==> config.mk <==
export PLATFORM = sky130hd
export DESIGN_NAME = capture_trig_ctrl
export DESIGN_NICKNAME = d
export VERILOG_FILES = /design/src/rtl/capture_pkg.sv /design/src/rtl/capture_trig_match.sv /design/src/rtl/capture_trig_ctrl.sv
export SDC_FILE = /design/constraint.sdc
export NUM_CORES = 1
export LEC_CHECK = 0
export CAP_MARGIN = 5
export CORE_AREA = 2 2 600 602
export DETAILED_ROUTE_END_ITERATION = 10
export DIE_AREA = 0 0 602 604
export PLACE_DENSITY = 0.3
export REMOVE_ABC_BUFFERS = 1
export SYNTH_ARGS = -nofsm -noshare
export SYNTH_HDL_FRONTEND = slang
export SYNTH_SLANG_ARGS = --single-unit
==> constraint.sdc <==
create_clock -name clk_i -period 2.3 [get_ports clk_i]
set_input_delay 0.575 -clock clk_i [delete_from_list [all_inputs] [get_ports clk_i]]
set_output_delay 0.575 -clock clk_i [all_outputs]
set_load 0.02 [all_outputs]
==> src/rtl/capture_pkg.sv <==
// -----------------------------------------------------------------------------
// capture_pkg
// Shared definitions for the AXI bus-capture datapath.
//   CAPTURE_W   : width of one registered bus snapshot
//   cap_state_e : sequencing state of the capture/trigger controller
// -----------------------------------------------------------------------------
package capture_pkg;

  localparam int CAPTURE_W = 378;

  typedef enum logic [1:0] {
    IDLE  = 2'd0,
    ARMED = 2'd1,
    POST  = 2'd2,
    DONE  = 2'd3
  } cap_state_e;

endpackage

==> src/rtl/capture_trig_match.sv <==
// -----------------------------------------------------------------------------
// capture_trig_match
// Purely combinational masked compare of one capture sample against a
// trigger pattern. Only bits set in the mask take part in the compare, so
// an all-zero mask always matches.
// Ports:
//   capture_i [W] : sample under test
//   mask_i    [W] : compare mask (1 = bit participates)
//   value_i   [W] : compare value
//   match_o       : 1 when the masked sample equals the masked value
// -----------------------------------------------------------------------------
module capture_trig_match #(
  parameter int W = capture_pkg::CAPTURE_W
) (
  input  logic [W-1:0] capture_i,
  input  logic [W-1:0] mask_i,
  input  logic [W-1:0] value_i,
  output logic         match_o
);

  assign match_o = ((capture_i & mask_i) == (value_i & mask_i));

endmodule

==> src/rtl/capture_trig_ctrl.sv <==
// -----------------------------------------------------------------------------
// capture_trig_ctrl
// Sequencing controller for the AXI bus-capture datapath. Decides which
// registered bus snapshots are written into a circular trace RAM, detects
// a masked-match trigger and then stores a programmable number of further
// qualified samples before freezing.
// Ports:
//   clk_i, rst_i          : clock, synchronous active-high reset
//   capture_i             : registered bus snapshot, new every cycle
//   qual_i                : sample is stored only when high
//   trig_mask_i/value_i   : trigger compare mask and value
//   post_count_i          : samples to store after the trigger (latched on arm)
//   arm_i, abort_i        : single-cycle control pulses (abort wins)
//   wr_en_o/addr_o/data_o : trace RAM write port, one cycle after the sample
//   trig_addr_o           : RAM address holding the trigger sample
//   wrapped_o             : ring has wrapped, every entry is valid
//   armed_o, done_o       : status (ARMED/POST, DONE)
// Software readout: oldest entry is the final pointer when wrapped_o is set,
// otherwise entry 0; newest entry is the final pointer minus one.
// -----------------------------------------------------------------------------
module capture_trig_ctrl #(
  parameter int CAPTURE_W = capture_pkg::CAPTURE_W,
  parameter int DEPTH     = 1024,
  parameter int AW        = $clog2(DEPTH)
) (
  input  logic                 clk_i,
  input  logic                 rst_i,
  input  logic [CAPTURE_W-1:0] capture_i,
  input  logic                 qual_i,
  input  logic [CAPTURE_W-1:0] trig_mask_i,
  input  logic [CAPTURE_W-1:0] trig_value_i,
  input  logic [AW-1:0]        post_count_i,
  input  logic                 arm_i,
  input  logic                 abort_i,
  output logic                 wr_en_o,
  output logic [AW-1:0]        wr_addr_o,
  output logic [CAPTURE_W-1:0] wr_data_o,
  output logic [AW-1:0]        trig_addr_o,
  output logic                 wrapped_o,
  output logic                 armed_o,
  output logic                 done_o
);

  import capture_pkg::*;

  cap_state_e           state_q;
  cap_state_e           state_d;

  logic [AW-1:0]        wr_ptr_q;
  logic [AW-1:0]        post_cnt_q;
  logic [AW-1:0]        trig_addr_q;
  logic [AW-1:0]        wr_addr_q;
  logic [CAPTURE_W-1:0] wr_data_q;
  logic                 wr_en_q;
  logic                 wrapped_q;

  logic                 trig_match;
  logic                 capturing;
  logic                 store;
  logic                 trig_hit;
  logic                 start;
  logic                 last_post;

  capture_trig_match #(
    .W (CAPTURE_W)
  ) u_trig_match (
    .capture_i (capture_i),
    .mask_i    (trig_mask_i),
    .value_i   (trig_value_i),
    .match_o   (trig_match)
  );

  // Abort suppresses the store of its own cycle so nothing new is issued
  // once the controller has been told to stop.
  assign capturing = (state_q == ARMED) || (state_q == POST);
  assign store     = capturing && qual_i && !abort_i;
  assign trig_hit  = store && (state_q == ARMED) && trig_match;
  assign start     = arm_i && !abort_i && ((state_q == IDLE) || (state_q == DONE));
  assign last_post = (post_cnt_q == AW'(1));

  // State register.
  always_ff @(posedge clk_i) begin
    if (rst_i) begin
      state_q <= IDLE;
    end else begin
      state_q <= state_d;
    end
  end

  // Next-state logic. The post counter is never zero while in POST because
  // a zero count goes straight from the trigger to DONE.
  always_comb begin
    state_d = state_q;
    if (abort_i) begin
      state_d = IDLE;
    end else begin
      case (state_q)
        IDLE: begin
          if (arm_i) state_d = ARMED;
        end
        ARMED: begin
          if (qual_i && trig_match) begin
            state_d = (post_cnt_q == '0) ? DONE : POST;
          end
        end
        POST: begin
          if (qual_i && last_post) state_d = DONE;
        end
        DONE: begin
          if (arm_i) state_d = ARMED;
        end
        default: state_d = IDLE;
      endcase
    end
  end

  // Status outputs decoded from the state register.
  always_comb begin
    armed_o = 1'b0;
    done_o  = 1'b0;
    case (state_q)
      ARMED, POST: armed_o = 1'b1;
      DONE:        done_o  = 1'b1;
      default:     ;
    endcase
  end

  // Write path and bookkeeping. A store registers the RAM write for the
  // next cycle; a write already registered when reset or abort arrives is
  // simply presented as usual during that cycle. start and store are
  // mutually exclusive since they need different states.
  always_ff @(posedge clk_i) begin
    if (rst_i) begin
      wr_en_q     <= 1'b0;
      wr_addr_q   <= '0;
      wr_data_q   <= '0;
      wr_ptr_q    <= '0;
      post_cnt_q  <= '0;
      trig_addr_q <= '0;
      wrapped_q   <= 1'b0;
    end else begin
      wr_en_q <= store;
      if (store) begin
        wr_addr_q <= wr_ptr_q;
        wr_data_q <= capture_i;
        wr_ptr_q  <= wr_ptr_q + AW'(1);
        if (wr_ptr_q == AW'(DEPTH - 1)) begin
          wrapped_q <= 1'b1;
        end
        if (trig_hit) begin
          trig_addr_q <= wr_ptr_q;
        end
        if (state_q == POST) begin
          post_cnt_q <= post_cnt_q - AW'(1);
        end
      end
      if (start) begin
        wr_ptr_q    <= '0;
        wrapped_q   <= 1'b0;
        trig_addr_q <= '0;
        post_cnt_q  <= post_count_i;
      end
    end
  end

  assign wr_en_o     = wr_en_q;
  assign wr_addr_o   = wr_addr_q;
  assign wr_data_o   = wr_data_q;
  assign trig_addr_o = trig_addr_q;
  assign wrapped_o   = wrapped_q;

endmodule

* Yosys cells after proc, flatten, opt, wreduce, memory -nomap -nowiden
Index checks and enable logic that the tools add are counted.
Word-level totals: register bits 422, input port bits 1149, word-level logic and storage cells 54
Operators by class: reduce and logical (&&, ||, !) cells 23, equal/unequal tests 9, muxes and demuxes 10, bitwise operators 2, $add $sub $neg 2
Operators with widths (count):
- 378-bit bitwise AND | 2
- 378-bit == test | 1
- 10-bit two-way mux | 3
- 10-bit by 1-bit adder with 10-bit output (second input constant) | 1
- 10-bit by 1-bit == test with 1-bit output (second input constant) | 1
- 10-bit == test (second input constant) | 1
- 10-bit logical NOT | 1
- 10-bit by 1-bit subtractor with 10-bit output (second input constant) | 1
- 1-bit logical AND | 8
- 2-bit OR reduction | 4
- 2-bit two-way mux | 3
- 2-bit by 1-bit != test with 1-bit output (second input constant) | 3
- 2-bit case mux with 3 select lines | 1
- 2-bit AND reduction | 3
- 2-bit == test (second input constant) | 2
- 2-bit nonzero test | 2
- 1-bit two-way mux | 3
- 3-bit AND reduction | 1
- 2-bit by 1-bit == test with 1-bit output (second input constant) | 1
- 2-bit logical NOT | 1
- 1-bit logical OR | 2
- 1-bit logical NOT | 1

* Depth between registers and ports, before layout
depth in word-level cells 7, depth in mapped cells 9

* Hierarchy
A second synthesis with hierarchy kept.
Unflattened totals: cells, all modules 2513, area, all modules 19959.1 µm²
By module, submodules not included:
- capture_trig_ctrl | instances 1, cells each 1881, area an instance 14819.2 µm², sequential area each 8448.1 µm²
- capture_trig_match | instances 1, cells each 632, area an instance 5139.9 µm², sequential area each 0.0 µm²

* Least setup slack after synthesis
Ideal clock, no wire load.
kind input to register, from input capture_i[276], to register trig_addr_q[0], in the netlist trig_addr_o[0], data arrival time 2.119 ns, stages 9, data required time 2.172 ns, path buffers 1, slack 0.054 ns, cells stage by stage xor2_1 a22oi_1 nand4_1 nor4_1 nand4_1 nor4_2 buf_6 mux2i_1 nor2_1
On the way: word-level cells in the longest chain between the ends 4
RTL lines:
- start: declaration | line capture_trig_ctrl.sv:28 | input logic [CAPTURE_W-1:0] capture_i,
- 378-bit bitwise AND | line capture_trig_match.sv:21 | assign match_o = ((capture_i & mask_i) == (value_i & mask_i));
- 378-bit == test | line capture_trig_match.sv:21
- 1-bit logical AND | line capture_trig_ctrl.sv:77 | assign trig_hit = store && (state_q == ARMED) && trig_match;
- 2-bit AND reduction (no line)
- end signal: assignment | line capture_trig_ctrl.sv:151 | trig_addr_q <= wr_ptr_q;
- end: declaration | line capture_trig_ctrl.sv:51 | logic [AW-1:0] trig_addr_q;
No other way between the ends. A chain may end at the register's enable or synchronous reset.

* Worst setup path in the final report
from input capture_i[226], to register trig_addr_q[4], in the netlist trig_addr_o[4]
The elaborated chain is that of the path after synthesis.

==> reports/qor.yml <==
ios: 1551
wl_um: 273400
skew_ns: 0.05154
syn-cell-area_um2: 19840
fmax_ghz: 0.3113
gp_congestion: 0.9179
antenna_found_initial: 128
port-buffer-count: 1550
timing.hold.ws_ns: 0.2294
ys_ff_latch: 422
synth_ff_type: "dfxtp_1"
crit_arrival_ns: 3.82
pwr-share-comb: 0.247
final-seq-area_um2: 8451
wire_per_inst_um: 29.27
p_leak_nw: 18.01
final_cell_count_no_fill: 9342
synth_edf_count: 0
antenna_left: 0
yosysWarnings: 0
clockPowerShare: 0.446
synth.top_cells.by_count: "nand2_1, dfxtp_1, a21oi_1, xor2_1, a22oi_1"
worst_slack_ns: -0.9123
synth_top_area_cell: "dfxtp_1"
cts_num_sinks: 422
power_mw: 24.99
h-tree-depth: 3
finalCriticalPeriod_ns: 3.212
cp_max_fo: 5
syn2layout_area_growth_pct: 137.6
fp.dieH_um: 604
cts_buffer_depth: 4
crit_required_ns: 2.91
coreArea_um2: 357600
layout-drive-gt1-share: 0.1828
drc: 0
fillers: 41120
endpoint_kind: "flop"
sw_frac_of_total: 0.3002
root_buffer: "clkbuf_16"
vias_per_cell: 2.872
grt-ovfl-total: 0
p_switching_mw: 7.503
die-area_um2: 363600
synth.top_cell.area_share: 0.4259
period_share: 1.397
synth_cell_type_count: 36
clk_pin_slew_ns: 0.05
dp_slack_ns: -2.862
grt_pass1_wl_um: 334700
drt_iter0_drc: 1373
grt_pass1_vias: 28240
clk_latency_ns: 0.77
initial_core_util: 0.05548
netlist_top_cells_area: "dfxtp_1, xor2_1, nand2_1"
post-place-cells: 9188
final-hold-violation-count: 0
max_slew_margin: 0.5358
rows: 220
status: "finished with violations"
cts_made_buffers: 72
violations: "negative setup slack"
peakVddDrop_v: 0.0004522
cts_tree: "built"
worstMarginPinSlew_ns: 0.6940
criticalPathCategory: "input pin to flop"
final_area_um2: 47130
die_x_um: 602
grt_start_max_net_pins: 52
dpl-instance-area_um2: 44780
p_seq_frac: 0.306
avgSynthCellArea_um2: 7.964
cts_hold_buf: 0
postSynthCellCount: 2491
grtUsageTotal: 0.1446
multi_input_area_um2: 11130
drtPass1Iterations: 7
rsz0062_at_grt: "yes"
reg2reg_slack_ns: 0.16
maxCapViolCount: 0
hpwl_um: 249100
worstSetupStartpointType: "input pin"
synth_most_common_cell: "nand2_1"
hold_path.class: "input pin to flop"
p_per_area_nw_per_um2: 530.3
postSynth.asyncResetShare: 0
synth_seq_area_share: 0.4259
power.internal_mw: 17.49
drv_slew: 0
vias: 26830
finalSetupViolations: 12
fin_nets: 5647
-- sequential cells by signal (all words and copies together), names as in the netlist --
name,flops
post_cnt_q,10
wr_en_o,1
state_q,2
trig_addr_o,10
wr_addr_o,10
wr_ptr_q,10
wrapped_o,1
wr_data_o,378
-- per-stage QoR --
stage,setup TNS (ns),util
6_report,-10.08,0.1318
5_1_grt,-11.27,0.1317
4_1_cts,-10.75,0.1315
3_5_place_dp,-108.88,0.1252
3_3_place_gp,-102.30,0.1252
2_1_floorplan,-8280.45,-
-- layout by cell type, fill, tap and decap left out, types with 7 or more instances in the layout --
cell and count:
buf_4 622, a211oi_1 9, clkbuf_16 73, nand4_1 53, buf_12 38, dlygate4sd2_1 280
clkbuf_1 13, nor2_1 34, dfxtp_1 420, nand2_1 792, mux2i_1 11, clkbuf_8 9
a22oi_1 178, nor4_4 7, xor2_1 381, a22oi_2 11, a21oi_1 392, diode_2 28
buf_6 10, xnor2_1 7, clkdlybuf4s50_1 1093, clkinv_2 13, dlymetal6s2s_1 7
-- kinds of logic (layout without fill, tap and decap cells) --
| logic type | count (synthesis) | after routing | share of synthesized area |
|---|---|---|---|
| multiplexers | 12 | 12 | 0.006055 |
| AO/OA/AOI/OAI | 597 | 597 | 0.1763 |
| adder cells (fa/ha/maj) | 7 | 7 | 0.004415 |
| flip-flops | 422 | 422 | 0.4259 |
| AND/OR/NAND/NOR | 915 | 915 | 0.1857 |
| buffers and inverters | 144 | 2194 | 0.02775 |
| XOR/XNOR | 394 | 394 | 0.1740 |
| other | 0 | 28 | 0 |
-- repair_timing --
action | CTS | global route
setup endpoints to repair | 262 | 14
setup buffers | 0 | 1
pin swaps | 23 | 13
cloned | 1 | 0
gates resized for setup | 379 | 16
-- power groups by stage --
stage               combinational [mW]  sequential (mW)  clock, mW
global placement                  6.42             7.81          0
global route                      6.61             7.68       12.0
detailed placement                6.39             7.81          0
CTS                               6.38             7.66       11.8
floorplan                         1.35             8.01          0
finish                            6.18             7.65       11.2
-- path summary, 6_finish.rpt --
check                                                 start                          end  cells after the start
worst max-delay path                         capture_i[226]  trig_addr_o[4]$_SDFFE_PP0P_                     13
worst min-delay path                         capture_i[261]  wr_data_o[261]$_SDFFE_PP0P_                      4
worst max register to register   post_cnt_q[3]$_SDFFE_PP0P_      state_q[1]$_SDFFE_PP0P_                      7
worst min register to register  wr_data_o[195]$_SDFFE_PP0P_  wr_data_o[195]$_SDFFE_PP0P_                      2
-- critical path, cell delays in order --
cell             delay [ns]
clkdlybuf4s50_1        0.45
xor2_1                 0.19
a22oi_2                0.20
buf_4                  0.16
nand4_1                0.15
nor4_4                 0.52
buf_4                  0.19
nand4_1                0.28
buf_6                  0.26
nor4_4                 0.33
buf_6                  0.20
mux2i_2                0.24
nor2_1                 0.06
-- routing by layer --
metal | vias up | global-route usage | wire (um)
met4 | 54 | 0.02566 | 5924
li1 | 12480 | - | -
met5 | - | 0 | 333
met1 | 12860 | 0.1404 | 92890
met3 | 341 | 0.06067 | 25660
met2 | 1085 | 0.2832 | 148600
-- area by class of cell --
cell class              count  share of cell area
clock buffers              95             0.04243
clock inverters            29            0.006956
repair buffers           2064              0.4064
inverters                   6           0.0004779
diodes                     28            0.001487
flip-flops and latches    422              0.1793
multi-input cells        1925              0.2362
well taps                4773              0.1267
Power figures use the tool's default switching activity.
